## src/rtl/divider_period_detector.sv

```systemverilog
// Recovers the Scale setting of a divided clock by timing its half-periods in sysclk cycles.
// Define SYNC_EN to insert a 2-flop synchronizer so Slow_clk may be asynchronous to sysclk.
module divider_period_detector #(
    parameter int CNT_W      = 8,
    parameter int SCALE_W    = 6,
    parameter int LOCK_COUNT = 4,
    parameter int TOL        = 0
) (
    input  logic               sysclk,
    input  logic               reset,
    input  logic               Slow_clk,
    output logic [CNT_W-1:0]   Half_period,
    output logic               Meas_valid,
    output logic [SCALE_W-1:0] Scale_out,
    output logic               Locked,
    output logic               Timeout
);

    typedef enum logic [1:0] {
        IDLE = 2'd0,
        ACQ  = 2'd1,
        LOCK = 2'd2
    } state_t;

    localparam logic [CNT_W-1:0] CNT_MAX   = '1;
    localparam logic [CNT_W-1:0] CNT_ONE   = CNT_W'(1);
    localparam logic [CNT_W-1:0] TOL_V     = CNT_W'(TOL);
    localparam logic [3:0]       LOCK_N    = 4'(LOCK_COUNT);
    localparam logic [31:0]      SCALE_MAX = (32'd1 << SCALE_W) - 32'd1;

    // Level of Slow_clk as seen by the edge detector
    logic slow_s;

`ifdef SYNC_EN
    logic [1:0] sync_q;

    always_ff @(posedge sysclk) begin
        if (reset) begin
            sync_q <= {2{Slow_clk}};
        end else begin
            sync_q <= {sync_q[0], Slow_clk};
        end
    end

    assign slow_s = sync_q[1];
`else
    assign slow_s = Slow_clk;
`endif

    state_t             state_q, state_d;
    logic               prev_q;
    logic [CNT_W-1:0]   cnt_q, cnt_d;
    logic [3:0]         match_q, match_d;
    logic [CNT_W-1:0]   ref_q, ref_d;
    logic [CNT_W-1:0]   half_q, half_d;
    logic               valid_q, valid_d;
    logic [SCALE_W-1:0] scale_q, scale_d;
    logic               locked_q, locked_d;
    logic               timeout_q, timeout_d;

    logic               edge_w;
    logic [CNT_W-1:0]   diff_w;
    logic               within_w;
    logic [31:0]        ref_m1_w;
    logic [SCALE_W-1:0] scale_sat_w;
    logic [3:0]         match_inc_w;

    always_comb begin
        edge_w      = slow_s ^ prev_q;
        diff_w      = (cnt_q >= ref_q) ? (cnt_q - ref_q) : (ref_q - cnt_q);
        within_w    = (diff_w <= TOL_V);
        match_inc_w = match_q + 4'd1;
        // A lock is only declared on the match path, so ref_q is already the locked period.
        ref_m1_w    = 32'(ref_q) - 32'd1;
        scale_sat_w = (ref_m1_w > SCALE_MAX) ? '1 : SCALE_W'(ref_m1_w);
    end

    always_comb begin
        state_d   = state_q;
        match_d   = match_q;
        ref_d     = ref_q;
        half_d    = half_q;
        valid_d   = 1'b0;
        scale_d   = scale_q;
        locked_d  = locked_q;
        timeout_d = timeout_q;

        if (edge_w) begin
            cnt_d = CNT_ONE;
        end else if (cnt_q == CNT_MAX) begin
            cnt_d = CNT_MAX;
        end else begin
            cnt_d = cnt_q + CNT_ONE;
        end

        // An edge always takes priority over a simultaneous saturation.
        if (edge_w) begin
            timeout_d = 1'b0;
            case (state_q)
                IDLE: begin
                    state_d = ACQ;
                end
                ACQ: begin
                    valid_d = 1'b1;
                    half_d  = cnt_q;
                    if ((match_q != 4'd0) && within_w) begin
                        match_d = match_inc_w;
                        if (match_inc_w == LOCK_N) begin
                            state_d  = LOCK;
                            locked_d = 1'b1;
                            scale_d  = scale_sat_w;
                        end
                    end else begin
                        match_d = 4'd1;
                        ref_d   = cnt_q;
                    end
                end
                LOCK: begin
                    valid_d = 1'b1;
                    half_d  = cnt_q;
                    if (!within_w) begin
                        state_d  = ACQ;
                        locked_d = 1'b0;
                        ref_d    = cnt_q;
                        match_d  = 4'd1;
                    end
                end
                default: begin
                    state_d = IDLE;
                end
            endcase
        end else if (cnt_q == CNT_MAX) begin
            state_d   = IDLE;
            locked_d  = 1'b0;
            timeout_d = 1'b1;
            match_d   = 4'd0;
        end
    end

    always_ff @(posedge sysclk) begin
        if (reset) begin
            state_q   <= IDLE;
            prev_q    <= Slow_clk;
            cnt_q     <= '0;
            match_q   <= 4'd0;
            ref_q     <= '0;
            half_q    <= '0;
            valid_q   <= 1'b0;
            scale_q   <= '0;
            locked_q  <= 1'b0;
            timeout_q <= 1'b0;
        end else begin
            state_q   <= state_d;
            prev_q    <= slow_s;
            cnt_q     <= cnt_d;
            match_q   <= match_d;
            ref_q     <= ref_d;
            half_q    <= half_d;
            valid_q   <= valid_d;
            scale_q   <= scale_d;
            locked_q  <= locked_d;
            timeout_q <= timeout_d;
        end
    end

    assign Half_period = half_q;
    assign Meas_valid  = valid_q;
    assign Scale_out   = scale_q;
    assign Locked      = locked_q;
    assign Timeout     = timeout_q;

endmodule

```

## config.mk

```make
export PLATFORM = sky130hd
export DESIGN_NAME = divider_period_detector
export DESIGN_NICKNAME = d
export VERILOG_FILES = /design/src/rtl/divider_period_detector.sv
export SDC_FILE = /design/constraint.sdc
export NUM_CORES = 1
export LEC_CHECK = 0
export CORE_MARGIN = 8
export CORE_UTILIZATION = 49
export DETAILED_ROUTE_END_ITERATION = 16
export HOLD_SLACK_MARGIN = 0.08
export PLACE_DENSITY = 0.69
export SKIP_CTS_REPAIR_TIMING = 1
export SLEW_MARGIN = 20
export SYNTH_ARGS = -nofsm -noshare
export SYNTH_HDL_FRONTEND = slang
export SYNTH_SLANG_ARGS = --single-unit
```

## constraint.sdc

```tcl
create_clock -name sysclk -period 3.55 [get_ports sysclk]
set_input_delay 0.71 -clock sysclk [delete_from_list [all_inputs] [get_ports sysclk]]
set_output_delay 0.71 -clock sysclk [all_outputs]
set_load 0.03 [all_outputs]
```

# After elaboration in Yosys (flattened, before gate mapping)
# Cells that the tools add are included.
[totals] reg_bits=40 word_cells=70 out_inout_bits=17 inputBits=3
[classes] bitwise=2 order_cmp=3 reduce_logical=14 mux=25 addsub=5 eq_ne=10
[ops] op="> comparator 32 x 6 -> 1 bit, second input constant" n=1
[ops] op="2-to-1 mux 8 bit" n=4
[ops] op="2-to-1 mux 4 bit" n=4
[ops] op="case mux 8 bit (2 select lines)" n=1
[ops] op="subtractor 8 bit" n=2
[ops] op="AND reduction 4 bit" n=3
[ops] op="2-to-1 mux 2 bit" n=5
[ops] op="!= test 3 bit, second input constant" n=3
[ops] op="subtractor 8 x 1 -> 9 bit, second input constant" n=1
[ops] op="adder 8 x 1 -> 8 bit, second input constant" n=1
[ops] op="equality test 8 bit, second input constant" n=1
[ops] op=">= comparator 8 bit" n=1
[ops] op="<= comparator 8 x 1 -> 1 bit, second input constant" n=1
[ops] op="case mux 4 bit (2 select lines)" n=1
[ops] op="2-to-1 mux 1 bit" n=7
[ops] op="2-to-1 mux 6 bit" n=1
[ops] op="case mux 2 bit (3 select lines)" n=1
[ops] op="OR reduction 2 bit" n=3
[ops] op="AND reduction 5 bit" n=1
[ops] op="adder 4 x 1 -> 4 bit, second input constant" n=1
[ops] op="equality test 4 x 3 -> 1 bit, second input constant" n=1
[ops] op="!= test 2 bit, second input constant" n=2
[ops] op="nonzero test 2 bit" n=2
[ops] op="nonzero test 4 bit" n=1
[ops] op="10 further kinds" n=10

# Longest topological paths before layout
# Gate-level depths: netlist (run 1).
[depth] word_depth=7 mapped_depth=12 ltp_nobuf=10

# Least setup slack after synthesis (run 1)
# No wires, ideal clock.
[synth_path] path_type="flip-flop to flip-flop" startpoint="reg cnt_q[4]" endpoint="reg scale_q[0] (netlist: Scale_out[0])" synth_period_minus_slack_ns=2.638 slack_ns=0.912 path_buffers=2 setup_time_ns=0.091 t_required_ns=3.459 stages_incl_launch_ff=13 arrival_time_ns=2.547 cell_sequence="dfxtp_1 inv_1 ha_1 buf_2 nor2b_1 a21oi_1 o21ai_0 a211oi_1 nand4_4 a211oi_2 buf_6 nor2_1 a311oi_1"
[synth_between] elab_chain_cells=5 elab_cells_between_ends=7 cone_classes="2 x add/sub; 2 x order compare; 1 x mux; 2 x reduce/logical"
[synth_rtl] element="start: declaration" line_no="52" text="logic [CNT_W-1:0] cnt_q, cnt_d;"
[synth_rtl] element="start signal: assignment" line_no="155" text="cnt_q <= cnt_d;"
[synth_rtl] element="subtractor 8 bit or >= comparator 8 bit (tied branches)" line_no="70" text="diff_w = (cnt_q >= ref_q) ? (cnt_q - ref_q) : (ref_q - cnt_q);"
[synth_rtl] element="2-to-1 mux 8 bit (*)" line_no="70"
[synth_rtl] element="<= comparator 8 x 1 -> 1 bit (*)" line_no="71" text="within_w = (diff_w <= TOL_V);"
[synth_rtl] element="logical AND 1 bit (*)" line_no="106" text="if ((match_q != 4'd0) && within_w) begin"
[synth_rtl] element="AND reduction 4 bit (no source line) (*)"
[synth_rtl] element="end signal: assignment" line_no="160" text="scale_q <= scale_d;"
[synth_rtl] element="end: declaration" line_no="57" text="logic [SCALE_W-1:0] scale_q, scale_d;"
# Every way passes the cells marked *; elsewhere a longest branch is shown, timed or not.
# A chain may end at the register's enable or synchronous reset.

# Worst setup path after layout (run 1)
[layout_path] startpoint="reg cnt_q[5]" endpoint="reg match_q[2]"
[layout_between] elab_chain_cells=7 elab_cells_between_ends=13 cone_classes="2 x add/sub; 2 x order compare; 2 x eq/ne; 4 x mux; 3 x reduce/logical"
[layout_rtl] element="subtractor 8 bit or >= comparator 8 bit (tied branches)" line_no="70"
[layout_rtl] element="2-to-1 mux 8 bit" line_no="70"
[layout_rtl] element="<= comparator 8 x 1 -> 1 bit" line_no="71"
[layout_rtl] element="logical AND 1 bit" line_no="106"
[layout_rtl] element="2-to-1 mux 4 bit" line_no="106"
[layout_rtl] element="case mux 4 bit (2 select lines)" line_no="99" text="case (state_q)"
[layout_rtl] element="2-to-1 mux 4 bit" line_no="97" text="if (edge_w) begin"
[layout_rtl] element="end signal: assignment" line_no="156" text="match_q <= match_d;"
[layout_rtl] element="end: declaration" line_no="53" text="logic [3:0] match_q, match_d;"
# Parallel ways exist; a longest one is shown, timed or not.

==> run summary, run 1 <==
overall routing resource usage = 16.2%
fmax = 330 MHz
Fin Setup TNS = 0 ns
starting density of the core = 50.8%
final setup fails = 0
CP Data Required Time = 3.78 ns
Post-Syn Instances = 317
dominant synthesized flop cell = dfxtp_1
TritonCTS buffer count = 5
initial antenna violation count = 0
Gate power share = 16.9%
worst clock skew = 0.00481 ns
Final ANT Viol Nets = 0
Final Cycle Share = 85.4%
first-pass GRT wire length = 10200 um
min setup slack post-route = 0.517 ns
worst slack, placed = 0.607 ns
total number of vias = 2297
area leader, netlist = dfxtp_1
crit path launch type = register
CP Max Fanout = 11
vias in the first global route = 2147
1st-iter DRT viols = 124
hold_sp = Timeout
Clock Tree Root = clkbuf_8
Final Hold Fails = 0
hold worst-path end = Timeout
Setup crit start = cnt_q[5]
DP Cell Count = 402
WL/cell = 14.7 um
Final nets = 366
largest net degree at the start of global routing = 33
Max VDD drop = 0.000223 V
layout cells sized above 1 = 7.06%
register bit total from synthesis = 40
sequential share of power = 45.8%
Avg Inst Size Synth = 8.19 sq um
unrepaired setup endpoints after global routing = false
area grow syn2layout = 14.7%
Slew headroom = 57.4%
Synth Warn # = 0
Post-synth EDFFs = 0
library cells used by synthesis = 58
status = finished, final reports clean
total power draw = 1.02 mW
die area = 0.00788 sq mm
top-count cell post-synth = dfxtp_1
power per cell area = 342 mW/mm^2
MaxCap Viol Count = 0
drt pass-1 iters = 4
chip width = 88.8 um
sw frac = 28.6%
Clock Sinks = 40
Ports = 20
sequential share of the synthesized area = 30.9%
Clock power frac = 37.4%
Critical Path AT = 3.26 ns
Post-synth ARST share = 0%
R2R setup slack = 0.52 ns
worst skew pair latency = 0.30 ns
top cells by area, synth = dfxtp_1 31%, ha_1 12%, a21oi_1 5.4%
syn_nets = 344
CTS tree = built
GPL Wtd Cong = 0.885
Power Internal = 0.727 mW
R2R depth = 10
reg-to-reg startpoint = cnt_q[5]
type of the most critical hold path = reg2reg
mapped cell area = 0.00259 sq mm
CTS HTree Levels = 2
std cell rows = 26
Fill cells = 478
synth cell count leaders = 40 x dfxtp_1, 30 x nor2_1, 28 x a21oi_1
non-filler cells, final = 410
Final min period = 3.03 ns
Placeable Area = 0.00511 sq mm
Remaining DRCs = 0
hold depth = 2
switching power total = 0.292 mW
R2R Path End = match_q[2]
worst slew pin tran = 0.637 ns
I/O Buffers = 19
worst hold slack = 0.455 ns
Longest Clk Path Bufs = 2
element type at the critical path end = register
Max Slew Vio Count = 0
Die Ht = 88.8 um
critical path class = reg2reg
Yosys top cell area share = 30.9%
Leak = 1.14 nW
Via-to-Cell Ratio = 5.60
clock-pin slew on the worst setup and hold paths = 0.08 ns
# diodes = 0
hpwl dp = 4510 um
Post-Route WL = 6040 um
GR Overflow Total = 0
[area by class of cell]
cell class | count | area [sq um] | area share, %
multi-input combinational | 240 | 1640 | 55.2
sequential | 40 | 801 | 26.9
inverter | 28 | 105 | 3.53
clock buffer | 5 | 68.8 | 2.31
tap | 70 | 87.6 | 2.94
timing repair buffer | 24 | 228 | 7.65
clock inverter | 3 | 42.5 | 1.43
[flip-flops by register name, indices dropped and copies added (netlist names), 2 cells and up]
name and cells:
match_q 4, cnt_q 8, state_q 2, Half_period 8, ref_q 8, Scale_out 6
[placed cells by master, fill, tap and decap left out, types with 2 or more instances in the layout]
| cell | n |
|---|---|
| and2_1 | 3 |
| a211oi_1 | 5 |
| xor2_1 | 3 |
| nor2_1 | 30 |
| nor2b_1 | 3 |
| o211ai_1 | 3 |
| nand2_1 | 23 |
| nor3_1 | 9 |
| nand2b_1 | 3 |
| nand3b_1 | 2 |
| o31ai_1 | 3 |
| clkdlybuf4s50_1 | 19 |
| inv_1 | 27 |
| dfxtp_1 | 40 |
| nor3b_1 | 2 |
| and3_1 | 5 |
| a31oi_1 | 5 |
| xnor2_1 | 10 |
| o21ai_0 | 10 |
| a21oi_1 | 28 |
| mux2i_1 | 10 |
| o221ai_1 | 2 |
| nand4_1 | 4 |
| nand3_1 | 19 |
| a311oi_1 | 2 |
| and3_2 | 2 |
| buf_4 | 5 |
| ha_1 | 24 |
| clkbuf_8 | 5 |
| a21boi_1 | 2 |
| o21a_1 | 2 |
[kinds of logic (layout without fill, tap and decap cells)]
group           count (synthesis)  count (layout)  share of synthesized area [%]
simple gates                  114             114                           22.4
compound gates                 78              78                           20.5
flops                          40              40                           30.9
buf+inv                        37              60                           5.79
fa+ha+maj                      24              24                           11.6
xor+xnor                       14              14                           5.01
mux                            10              10                           3.86
[worst max-delay path by stage]
stage / end / cells after the start
after floorplan: Scale_out[0] / 12
after global placement: ref_q[2] / 10
after detailed placement: match_q[2] / 10
after CTS: match_q[2] / 10
after global routing: match_q[2] / 10
final: match_q[2] / 10
[critical path, stage by stage (launching register included)]
cell and delay (ns):
dfxtp_1 0.44, inv_1 0.12, ha_1 0.45, a21o_1 0.23, or3_1 0.33, o22ai_2 0.16, xor2_2 0.22, nand4_4 0.20
a2111oi_1 0.58, nand3b_1 0.13, o211ai_1 0.10
[metrics by stage]
step,utilization (%),cell area [sq um]
floorplan,-,2590
global placement,56.1,2870
detailed placement,56.1,2870
CTS,58.3,2980
global route,58.3,2980
finish,58.3,2980
[power by group through the flow]
stage	Combinational [mW]	Sequential (mW)	Clock, mW
detailed placement	0.169	0.476	0
finish	0.172	0.466	0.381
floorplan	0.130	0.476	0
CTS	0.171	0.466	0.388
global placement	0.168	0.476	0
global route	0.189	0.467	0.403
[routing by layer]
layer | track usage, % | up-vias | wire, um
met5 | 0 | - | 0
met4 | 5.07 | 0 | 85
met3 | 3.34 | 8 | 233
met2 | 25.7 | 49 | 2740
met1 | 21.3 | 1071 | 2970
li1 | - | 1169 | -
(Power assumes the default switching activity.)
==> run 2: changes to the inputs <==
Settings changed: DONT_BUFFER_PORTS from default to 1, PLACE_DENSITY 0.69 to default.
==> run summary, run 2 (synthesis gave the netlist of run 1 again) <==
status = finished, final reports clean
most frequent cells in the layout = 40 x dfxtp_1, 30 x nor2_1, 28 x a21oi_1
Via-to-Cell Ratio = 5.55 (-1.0%)
GR Util met2 = 26.4% (+0.74 points)
starting density of the core = 50.8% (unchanged)
hpwl dp = 4530 um (+0.42%)
Leak = 1.08 nW (-5.2%)
GPL Wtd Cong = 0.846 (-4.5%)
Fill cells = 496 (+3.8%)
CP Max Fanout = 12 (+1)
grt met1 use = 21.7% (+0.40 points)
Placeable Area = 0.00511 sq mm (unchanged)
commonest non-fill, non-tap cell in the layout = dfxtp_1
element type at the critical path end = register
first-pass GRT wire length = 10300 um (+1.1%)
1st-iter DRT viols = 93 (-25%)
std cell rows = 26 (unchanged)
unrepaired setup endpoints after global routing = false
Final ANT Viol Nets = 0 (unchanged)
CP Data Required Time = 3.75 ns (-0.03 ns)
drt pass-1 iters = 4 (unchanged)
final setup fails = 0 (unchanged)
hold depth = 0 (-2)
I/O Buffers = 0 (-19)
CTS HTree Levels = 2 (unchanged)
area grow syn2layout = 7.81%
GR Overflow Total = 0 (unchanged)
initial antenna violation count = 0 (unchanged)
critical path class = reg2reg
Post-Route WL = 5900 um (-2.3%)
fmax = 335 MHz (+1.6%)
clock-pin slew on the worst setup and hold paths = 0.09 ns (about the same)
met3 usage = 4.09% (+0.74 points)
power per cell area = 364 mW/mm^2 (+6.4%)
die area = 0.00788 sq mm (unchanged)
worst slew pin tran = 0.615 ns (-0.0218 ns)
Remaining DRCs = 0 (unchanged)
Max VDD drop = 0.000231 V (+3.6%)
MaxCap Viol Count = 0 (unchanged)
type of the most critical hold path = in2reg
# diodes = 0 (unchanged)
total number of vias = 2174 (-5.4%)
layout cells sized above 1 = 7.76% (+0.71 points)
chip width = 88.8 um (unchanged)
TritonCTS buffer count = 5 (unchanged)
Fin Setup TNS = 0 ns (unchanged)
min setup slack post-route = 0.564 ns (+0.0467 ns)
Final min period = 2.99 ns (-0.0467 ns)
Final Hold Fails = 0 (unchanged)
vias in the first global route = 2120 (-1.3%)
worst clock skew = 0.00509 ns (+0.000282 ns)
worst skew pair latency = 0.30 ns (about the same)
Final Cycle Share = 84.1% (-1.3 points)
Final nets = 348 (-4.9%)
Ports = 20 (unchanged)
overall routing resource usage = 16.7% (+0.43 points)
GRT busiest layer = met2
Die Ht = 88.8 um (unchanged)
Longest Clk Path Bufs = 2 (unchanged)
Slew headroom = 58.8% (+1.5 points)
Clock Sinks = 40 (unchanged)
CTS tree = built
R2R depth = 11 (+1)
largest net degree at the start of global routing = 33 (unchanged)
crit path launch type = register
WL/cell = 15.0 um (+2.2%)
Critical Path AT = 3.19 ns (-0.07 ns)
Max Slew Vio Count = 0 (unchanged)
Clock Tree Root = clkbuf_8
worst slack, placed = 0.616 ns (+0.00941 ns)
[run 2: changes by cell type in the layout (fill, tap and decap cells not counted), sizes merged]
cell | previous run | this run
buf | 5 | 6
clkdlybuf4s50 | 19 | 0
clkinv | 2 | 1
inv | 27 | 28
[run 2: area by class of cell]
type / instances / area (sq um) / share of cell area (%)
clock buffers: 5 / 68.8 / 2.46
clock inverters: 3 / 46.3 / 1.65
inverters: 28 / 105 / 3.76
multi-input cells: 240 / 1640 / 58.8
flip-flops and latches: 40 / 801 / 28.6
well taps: 70 / 87.6 / 3.13
repair buffers: 6 / 45.0 / 1.61
[run 2: where the power goes]
| part | total, mW | internal [mW] | switching [mW] |
|---|---|---|---|
| sequential | 0.466 | 0.456 | 0.00938 |
| clock | 0.389 | 0.212 | 0.177 |
| combinational | 0.163 | 0.0603 | 0.103 |
[run 2: critical path, cell delays in order (launching register included)]
cell,delay [ns]
dfxtp_1,0.51
inv_1,0.08
ha_1,0.43
nor2b_1,0.20
a21oi_1,0.14
o21ai_0,0.10
a211oi_1,0.43
nand4_4,0.24
a211oi_2,0.23
buf_4,0.20
nor2_1,0.06
a311oi_1,0.26
[run 2: final timing paths]
check        startpoint            to  slack [ns]
max            cnt_q[4]  Scale_out[0]        0.56
min            Slow_clk        prev_q        0.43
min reg2reg  match_q[1]    match_q[1]        0.52
max reg2reg    cnt_q[4]  Scale_out[0]        0.56
[run 2: metrics by stage]
step / instance area [sq um] / power, mW / std cells / util, % / hold slack [ns]
after global placement: 2680 / 0.640 / 384 / 52.5 / 0.508
after CTS: 2800 / 1.03 / 392 / 54.8 / 0.422
after floorplan: 2590 / 0.606 / 317 / - / 0.474
final: 2800 / 1.02 / 392 / 54.8 / 0.431
after global routing: 2800 / 1.07 / 392 / 54.8 / 0.411
after detailed placement: 2680 / 0.639 / 384 / 52.5 / 0.516
[run 2: routing by layer]
metal  wire [um]  vias to the layer above  share of wire [%]
met5           0                        -                  0
met3         275                        6                4.7
met2        2700                       40                 46
li1            -                     1135                  -
met4          55                        0               0.93
met1        2870                      993                 49
